[src/rtl/rvgg_pkg.sv]
`default_nettype none
// +--------------------------------------------------------------------------+
// | rvgg_pkg : shared fixed-point widths, sign-extension helper, stage FSM   |
// | Revision : 1.0                                                           |
// +--------------------------------------------------------------------------+
package rvgg_pkg;

  localparam int C_IW = 24;
  localparam int C_FW = 8;
  localparam int C_DW = C_IW + C_FW;
  localparam int C_GW = 8;
  localparam int C_AW = C_DW + C_GW;

  typedef enum logic [0:0] {
    ACC = 1'b0,
    OUT = 1'b1
  } state_t;

  function automatic logic [C_AW-1:0] sext_acc(input logic [C_DW-1:0] x);
    return {{C_GW{x[C_DW-1]}}, x};
  endfunction

endpackage
`default_nettype wire

[src/rtl/acc_bias_relu_sat_relu.sv]
`default_nettype none
// +--------------------------------------------------------------------------+
// | sat_relu : clip an AW-bit signed sum to DW bits, optional ReLU clamp     |
// | Revision : 1.0                                                           |
// +--------------------------------------------------------------------------+
module sat_relu
  import rvgg_pkg::*;
#(
  parameter int DW = C_DW,
  parameter int AW = C_AW
) (
  input  logic [AW-1:0] i_sum,
  input  logic          i_relu_en,
  output logic [DW-1:0] o_data,
  output logic          o_sat
);

  logic [AW-DW:0] w_top;
  logic           w_fits;
  logic [DW-1:0]  w_clip;

  // The sum fits iff every bit from the DW sign position upward agrees.
  assign w_top  = i_sum[AW-1:DW-1];
  assign w_fits = (&w_top) | ~(|w_top);

  always_comb begin
    w_clip = i_sum[DW-1:0];
    if (!w_fits) begin
      w_clip = i_sum[AW-1] ? {1'b1, {(DW-1){1'b0}}} : {1'b0, {(DW-1){1'b1}}};
    end
  end

  assign o_sat  = ~w_fits;
  assign o_data = (i_relu_en && w_clip[DW-1]) ? '0 : w_clip;

endmodule
`default_nettype wire

[src/rtl/acc_bias_relu.sv]
`default_nettype none
// +--------------------------------------------------------------------------+
// | acc_bias_relu : packet accumulator + bias + ReLU + saturation, with      |
// |                 valid/ready result output                                |
// | Revision : 1.0                                                           |
// +--------------------------------------------------------------------------+
module acc_bias_relu
  import rvgg_pkg::*;
#(
  parameter int IW    = C_IW,
  parameter int FW    = C_FW,
  parameter int GW    = C_GW,
  parameter int CNT_W = 16
) (
  input  logic                clk,
  input  logic                rst,
  input  logic                in_valid,
  input  logic [IW+FW-1:0]    in_data,
  input  logic                in_last,
  output logic                in_ready,
  input  logic [IW+FW-1:0]    bias,
  input  logic                relu_en,
  output logic                out_valid,
  output logic [IW+FW-1:0]    out_data,
  output logic                out_sat,
  output logic [CNT_W-1:0]    out_cnt,
  input  logic                out_ready
);

  localparam int DW = IW + FW;
  localparam int AW = DW + GW;

  state_t           r_state;
  logic [AW-1:0]    r_acc;
  logic             r_first;
  logic [CNT_W-1:0] r_cnt;
  logic             r_out_valid;
  logic [DW-1:0]    r_out_data;
  logic             r_out_sat;
  logic [CNT_W-1:0] r_out_cnt;

  logic [AW-1:0]    w_base;
  logic [AW-1:0]    w_sum;
  logic [CNT_W-1:0] w_cnt_nxt;
  logic [DW-1:0]    w_res;
  logic             w_res_sat;

  // Bias enters on the first beat, so the sum path covers both first and later beats.
  assign w_base    = r_first ? {{GW{bias[DW-1]}}, bias} : r_acc;
  assign w_sum     = w_base + {{GW{in_data[DW-1]}}, in_data};
  assign w_cnt_nxt = r_first ? CNT_W'(1) : r_cnt + CNT_W'(1);

  sat_relu #(
    .DW (DW),
    .AW (AW)
  ) u_sat_relu (
    .i_sum     (w_sum),
    .i_relu_en (relu_en),
    .o_data    (w_res),
    .o_sat     (w_res_sat)
  );

  always_ff @(posedge clk) begin
    if (rst) begin
      r_state     <= ACC;
      r_acc       <= '0;
      r_first     <= 1'b1;
      r_cnt       <= '0;
      r_out_valid <= 1'b0;
      r_out_data  <= '0;
      r_out_sat   <= 1'b0;
      r_out_cnt   <= '0;
    end else begin
      case (r_state)
        ACC: begin
          if (in_valid) begin
            r_cnt <= w_cnt_nxt;
            if (in_last) begin
              r_out_data  <= w_res;
              r_out_sat   <= w_res_sat;
              r_out_cnt   <= w_cnt_nxt;
              r_out_valid <= 1'b1;
              r_first     <= 1'b1;
              r_state     <= OUT;
            end else begin
              r_acc   <= w_sum;
              r_first <= 1'b0;
            end
          end
        end
        OUT: begin
          if (out_ready) begin
            r_out_valid <= 1'b0;
            r_state     <= ACC;
          end
        end
        default: r_state <= ACC;
      endcase
    end
  end

  assign in_ready  = (r_state == ACC);
  assign out_valid = r_out_valid;
  assign out_data  = r_out_data;
  assign out_sat   = r_out_sat;
  assign out_cnt   = r_out_cnt;

endmodule
`default_nettype wire
[config.mk]
export PLATFORM = sky130hd
export DESIGN_NAME = acc_bias_relu
export DESIGN_NICKNAME = d
export VERILOG_FILES = /design/src/rtl/rvgg_pkg.sv /design/src/rtl/acc_bias_relu_sat_relu.sv /design/src/rtl/acc_bias_relu.sv
export SDC_FILE = /design/constraint.sdc
export NUM_CORES = 1
export LEC_CHECK = 0
export ABC_CLOCK_PERIOD_IN_PS = 3800
export BUFFER_PORTS_ARGS = -buffer_cell sky130_fd_sc_hd__clkbuf_2
export CORE_UTILIZATION = 50
export CTS_CLUSTER_DIAMETER = 100
export DETAILED_ROUTE_END_ITERATION = 6
export PLACE_DENSITY_LB_ADDON = 0.3
export SYNTH_ARGS = -nofsm -noshare
export SYNTH_HDL_FRONTEND = slang
export SYNTH_SLANG_ARGS = --single-unit
export TNS_END_PERCENT = 50
[constraint.sdc]
create_clock -name clk -period 3.8 [get_ports clk]
set_clock_uncertainty 0.05 [all_clocks]
set_input_delay 0.19 -clock clk [delete_from_list [all_inputs] [get_ports clk]]
set_output_delay 0.19 -clock clk [all_outputs]
set_load 0.005 [all_outputs]
# After elaboration in Yosys (flattened, before gate mapping)
# Index checks and enable logic that the tools add are counted.
[word_totals] ff_bits=108 inputBits=70 out_inout_bits=51 word_cells=38
[classes] addsub=2 n_eq_ne=3 muxes=13 bitwise=5 n_reduce_logical=7
[op_table] op="32-bit 2-to-1 mux" count=3
[op_table] op="40-bit adder" count=1
[op_table] op="40-bit 2-to-1 mux" count=1
[op_table] op="16-bit by 1-bit adder with 16-bit output (second input constant)" count=1
[op_table] op="16-bit 2-to-1 mux" count=1
[op_table] op="3-bit AND reduction" count=3
[op_table] op="9-bit AND reduction" count=1
[op_table] op="9-bit OR reduction" count=1
[op_table] op="1-bit 2-to-1 mux" count=6
[op_table] op="2-bit inequality test (second input constant)" count=3
[op_table] op="1-bit NOT" count=4
[op_table] op="1-bit case mux with 2 select lines" count=2
[op_table] op="2-bit AND reduction" count=1
[op_table] op="1-bit logical AND" count=1
[op_table] op="1-bit bitwise OR" count=1

# Depth between registers and ports, before layout
[depth] depth_word=8 mapped_depth=17 depth_no_buf=14

# Hierarchy
# Synthesis repeated with hierarchy kept, for this count alone.
[unflattened] cells_unflattened=980 hier_area_um2=7307.0
[modules_own_cells] mod="acc_bias_relu" n_inst=1 cells_each=933 area_each_um2=6957.9 seq_area_each_um2=2162.1
[modules_own_cells] mod="sat_relu" n_inst=1 cells_each=47 area_each_um2=349.1 seq_area_each_um2=0.0

# Least setup slack after synthesis
# No wires, ideal clock.
[synth_timing] path_type="reg2reg" start="register r_first" end="register r_out_data[30], in the netlist out_data[30]" setup_ns=0.119 arrival_time_ns=4.015 required_ns=3.631 slack_ns=-0.384 path_stages_with_launch=17 path_buffers=4 period_less_slack_ns=4.184 cell_sequence="dfxtp_1 > clkbuf_1 > buf_1 > mux2_2 > ha_1 > buf_4 > nand3_4 > or4_1 > a211o_1 > a21oi_4 > o2111ai_1 > o311ai_2 > nand3_1 > o41a_1 > buf_2 > a22oi_2 > o21ai_2"
[synth_between] elab_chain_len=8 elab_cells_between_ends=10 cone_classes="add/sub (1); mux (4); bitwise (2); reduce/logical (3)"
[synth_rtl] element="start: declaration" line="acc_bias_relu.sv:35" text="logic r_first;"
[synth_rtl] element="start signal: assignment" line="acc_bias_relu.sv:67" text="r_first <= 1'b1;"
[synth_rtl] element="start signal: assignment" line="acc_bias_relu.sv:83" text="r_first <= 1'b1;"
[synth_rtl] element="start signal: assignment" line="acc_bias_relu.sv:87" text="r_first <= 1'b0;"
[synth_rtl] element="40-bit 2-to-1 mux (*)" line="acc_bias_relu.sv:49" text="assign w_base = r_first ? {{GW{bias[DW-1]}}, bias} : r_acc;"
[synth_rtl] element="40-bit adder (*)" line="acc_bias_relu.sv:50" text="assign w_sum = w_base + {{GW{in_data[DW-1]}}, in_data};"
[synth_rtl] element="9-bit OR reduction" line="acc_bias_relu_sat_relu.sv:24" text="assign w_fits = (&w_top) | ~(|w_top);"
[synth_rtl] element="1-bit NOT" line="acc_bias_relu_sat_relu.sv:24"
[synth_rtl] element="1-bit bitwise OR" line="acc_bias_relu_sat_relu.sv:24"
[synth_rtl] element="32-bit 2-to-1 mux (*)" line="acc_bias_relu_sat_relu.sv:28" text="if (!w_fits) begin"
[synth_rtl] element="1-bit logical AND" line="acc_bias_relu_sat_relu.sv:34" text="assign o_data = (i_relu_en && w_clip[DW-1]) ? '0 : w_clip;"
[synth_rtl] element="32-bit 2-to-1 mux (*)" line="acc_bias_relu_sat_relu.sv:34"
[synth_rtl] element="end signal: assignment" line="acc_bias_relu.sv:79" text="r_out_data <= w_res;"
[synth_rtl] element="end: declaration" line="acc_bias_relu.sv:38" text="logic [DW-1:0] r_out_data;"
# Mark *: on every way between the ends. The rest lies on a longest branch, timed or not.
# A chain may end at the register's enable or synchronous reset.

# Worst setup path in the final report
[layout_timing] start="register r_first" end="register r_out_data[15], in the netlist out_data[15]"
# The elaborated chain is that of the path after synthesis.

==> key figures <==
Critical path
  • Endpoint class of the critical path: flip-flop
  • Crit-path cells: buf_12 > mux2_2 > ha_4 > buf_4 > nand4_1 > or2_2 > nor2_1 > o211ai_1 > a21oi_2 > xnor2_2 > nand3_2 > o41a_4 > buf_8 > nor2_1 > o21ai_2
  • Critical path's slowest cell: o41a_4
  • Crit path DAT: 4.23 ns
  • CP Class: reg -> reg
  • Top cell by count, worst path: nor2_1
  • CP Data Required Time: 4.01 ns
  • Buf+Inv Stages, Crit Path: 3
  • Delay-heaviest family, CP: compound AO/OA/AOI/OAI gates
  • CP max FO: 11
  • Crit-path max cell delay: 0.54 ns
  • Type of origin of the critical path: flip-flop

Global route
  • Pin count of the biggest net entering global routing: 53
  • Global Route met3 Usage: 0.0526
  • First-pass GRT wire length: 35,900 um
  • Most Used Layer, Global Route: met2
  • Grt met2 use: 0.537
  • Met1 Use GR: 0.382
  • Initial antenna violation count: 0
  • Vias in the first global route: 7,319
  • Total grt overflow: 0
  • Aggregate global-route resource usage: 0.312

Power and ir drop
  • Total power: 4020 uW
  • Maximum VDD drop: 0.236 mV
  • Power per cell area: 410 nW/um^2
  • Leak: 0.00407 uW

Clock tree
  • # clock sinks: 108
  • Clock Latency Late Sink: 0.37 ns
  • Clock buffer count from CTS: 9
  • Clock transition at path regs: 0.08 ns
  • CTS HTree Levels: 3
  • CTS tree: done
  • Longest Clk Path Bufs: 2
  • Root Driver: clkbuf_16

Status
  • Run status: complete, but fails checks
  • Violated checks: negative setup slack

Floorplan
  • Ports: 121
  • Row count: 43
  • Starting Density: 0.514
  • Die X: 121 um
  • Area of the core: 13,900 sq um
  • Die area: 14,800 sq um
  • Die height: 121 um

STA
  • Crit path time final: 4.02 ns
  • RSZ-0062 raised after global routing: yes
  • Hold WS: 0.105 ns
  • Slew HR: 0.257
  • Fin. max-slew vios: 0
  • Fmax: 0.249 GHz
  • Worst-Margin Slew: 1.11 ns
  • Fin crit share: 1.06
  • Final setup margin: -0.216 ns
  • Hold Vio Cnt, Final: 0
  • # setup viols final: 32

Logic synthesis
  • Mapped Avg Cell Area: 7.57 sq um
  • Post-synth ARST share: 0
  • Syn_nets: 1,053
  • Dominant register cell in the synthesized netlist: dfxtp_1
  • YS warnings: 0
  • Mapped Area: 7130 sq um
  • Synthesis-stage register bit count: 108
  • Mapped Cells: 942
  • Synth cell types: 70
  • EDFF count, synth: 0
  • Sequential share of the synthesized area: 0.303

Detailed routing
  • Drt pass-1 iters: 5
  • ANT nets after route: 0
  • Post-route DRC: 0
  • Post-DR wirelength/cell: 17.9 um
  • Final WL: 24,000 um
  • Via Count: 7,913
  • Avg Vias per Cell: 5.91
  • 1st-iter DRT viols: 633

Placed design
  • IO buf count: 120
  • Gpl congestion: 0.916
  • DP HPWL: 15,300 um
  • Placement Setup Slack: -0.261 ns

Layout
  • Commonest non-fill, non-tap cell in the layout: nand2_1
  • Most frequent cells in the layout: nand2_1 (162), buf_4 (123), clkbuf_2 (120)
  • Area grow syn2layout: 37.4%
  • FF+latch area: 2170 sq um
  • N_diodes: 0
  • Share of cells above drive strength 1: 0.356
  • Nets: 1,266
  • Fillcell total: 1,087
  • Area of the multi-input gates: 5320 sq um

Worst hold path
  • Hold WC Path Type: in -> reg

Run
  • Max-cap violation count: 0
-- worst paths after layout --
kind                  end  slack, ns  startpoint  cells after the start
max          out_data[15]      -0.22     r_first                     15
max reg2reg  out_data[15]      -0.22     r_first                     15
min              r_cnt[5]       0.10         rst                      2
min reg2reg       out_sat       0.40     out_sat                      2
-- cell families (layout without fill, tap and decap cells) --
| logic type | count (synthesis) | in the layout | synth area share |
|---|---|---|---|
| AO/OA/AOI/OAI | 274 | 277 | 0.239 |
| multiplexers | 34 | 34 | 0.0530 |
| adder cells (fa/ha/maj) | 41 | 41 | 0.0730 |
| flip-flops | 108 | 108 | 0.303 |
| buffers and inverters | 76 | 291 | 0.0477 |
| AND/OR/NAND/NOR | 362 | 362 | 0.227 |
| XOR/XNOR | 47 | 47 | 0.0577 |
-- registers in the layout, indices dropped and copies added, names as in the netlist --
| register | count |
|---|---|
| out_valid | 1 |
| out_sat | 1 |
| r_cnt | 16 |
| out_cnt | 16 |
| r_acc | 40 |
| out_data | 32 |
| r_first | 1 |
| r_state | 1 |
-- power breakdown --
group          leakage [uW]  total, uW  internal (uW)  switching (uW)
clock              0.000149        976            482             494
combinational       0.00304       1790            809             978
sequential         0.000878       1250           1210            45.3
total               0.00407       4020           2500            1520
-- metal layers --
metal  wire [um]  up-vias
met3        1690       90
met4        1010        0
li1            -     3755
met2       11400      358
met5           0        -
met1        9920     3710
-- synthesized netlist by cell type (3+ instances only) --
cell type    n  area (sq um)
nand2_1    165           619
dfxtp_1    108          2160
a21oi_1     95           475
nor2_1      95           357
o21ai_0     56           280
ha_1        40           500
clkbuf_1    39           146
xnor2_1     32           280
o21ai_1     31           155
mux2_2      30           338
inv_1       20          75.1
nand3_1     17          85.1
nor3_1      17          85.1
xor2_1      15           131
a21o_1      12          90.1
a211oi_1    11          82.6
o21a_1      11          82.6
nand4_1     10          62.6
nor2b_1      9          56.3
nand2b_1     7          43.8
a22oi_1      6          45.0
and2_1       6          37.5
nor4_1       6          37.5
and3_1       5          31.3
buf_2        5          25.0
buf_6        5          56.3
o21ai_2      5          43.8
or4_1        5          37.5
a22o_1       4          35.0
a31oi_1      4          25.0
buf_1        4          15.0
mux2i_1      4          40.0
o211ai_1     4          30.0
or2_2        4          25.0
and4_1       3          26.3
buf_4        3          22.5
nand3b_1     3          22.5
o31ai_1      3          22.5
or3_1        3          18.8
-- what timing repair did --
action                                  4_1_cts  5_1_grt
cloned                                        4        2
hold buffers                                  1        0
pin swaps                                    20       39
endpoints found under the setup margin       32       35
endpoints found under the hold margin         1        0
setup buffers                                11       10
gates resized for setup                      67       77
-- metrics by stage --
step / cell area, sq um / utilization / TNS (ns) / cells
floorplan: 7170 / - / 0 / 942
global placement: 8580 / 0.618 / -7.17 / 1298
detailed placement: 8580 / 0.618 / -7.18 / 1298
CTS: 9440 / 0.680 / -0.0791 / 1330
global route: 9800 / 0.706 / -8.40 / 1340
finish: 9800 / 0.706 / -5.71 / 1340
-- final cells by class --
cell class	instances	area share
clock inverter	6	0.00638
multi-input combinational	761	0.543
sequential	108	0.221
inverter	20	0.00766
timing repair buffer	255	0.174
tap	180	0.0230
clock buffer	10	0.0244
No activity file was read; power rests on OpenSTA's default activity.
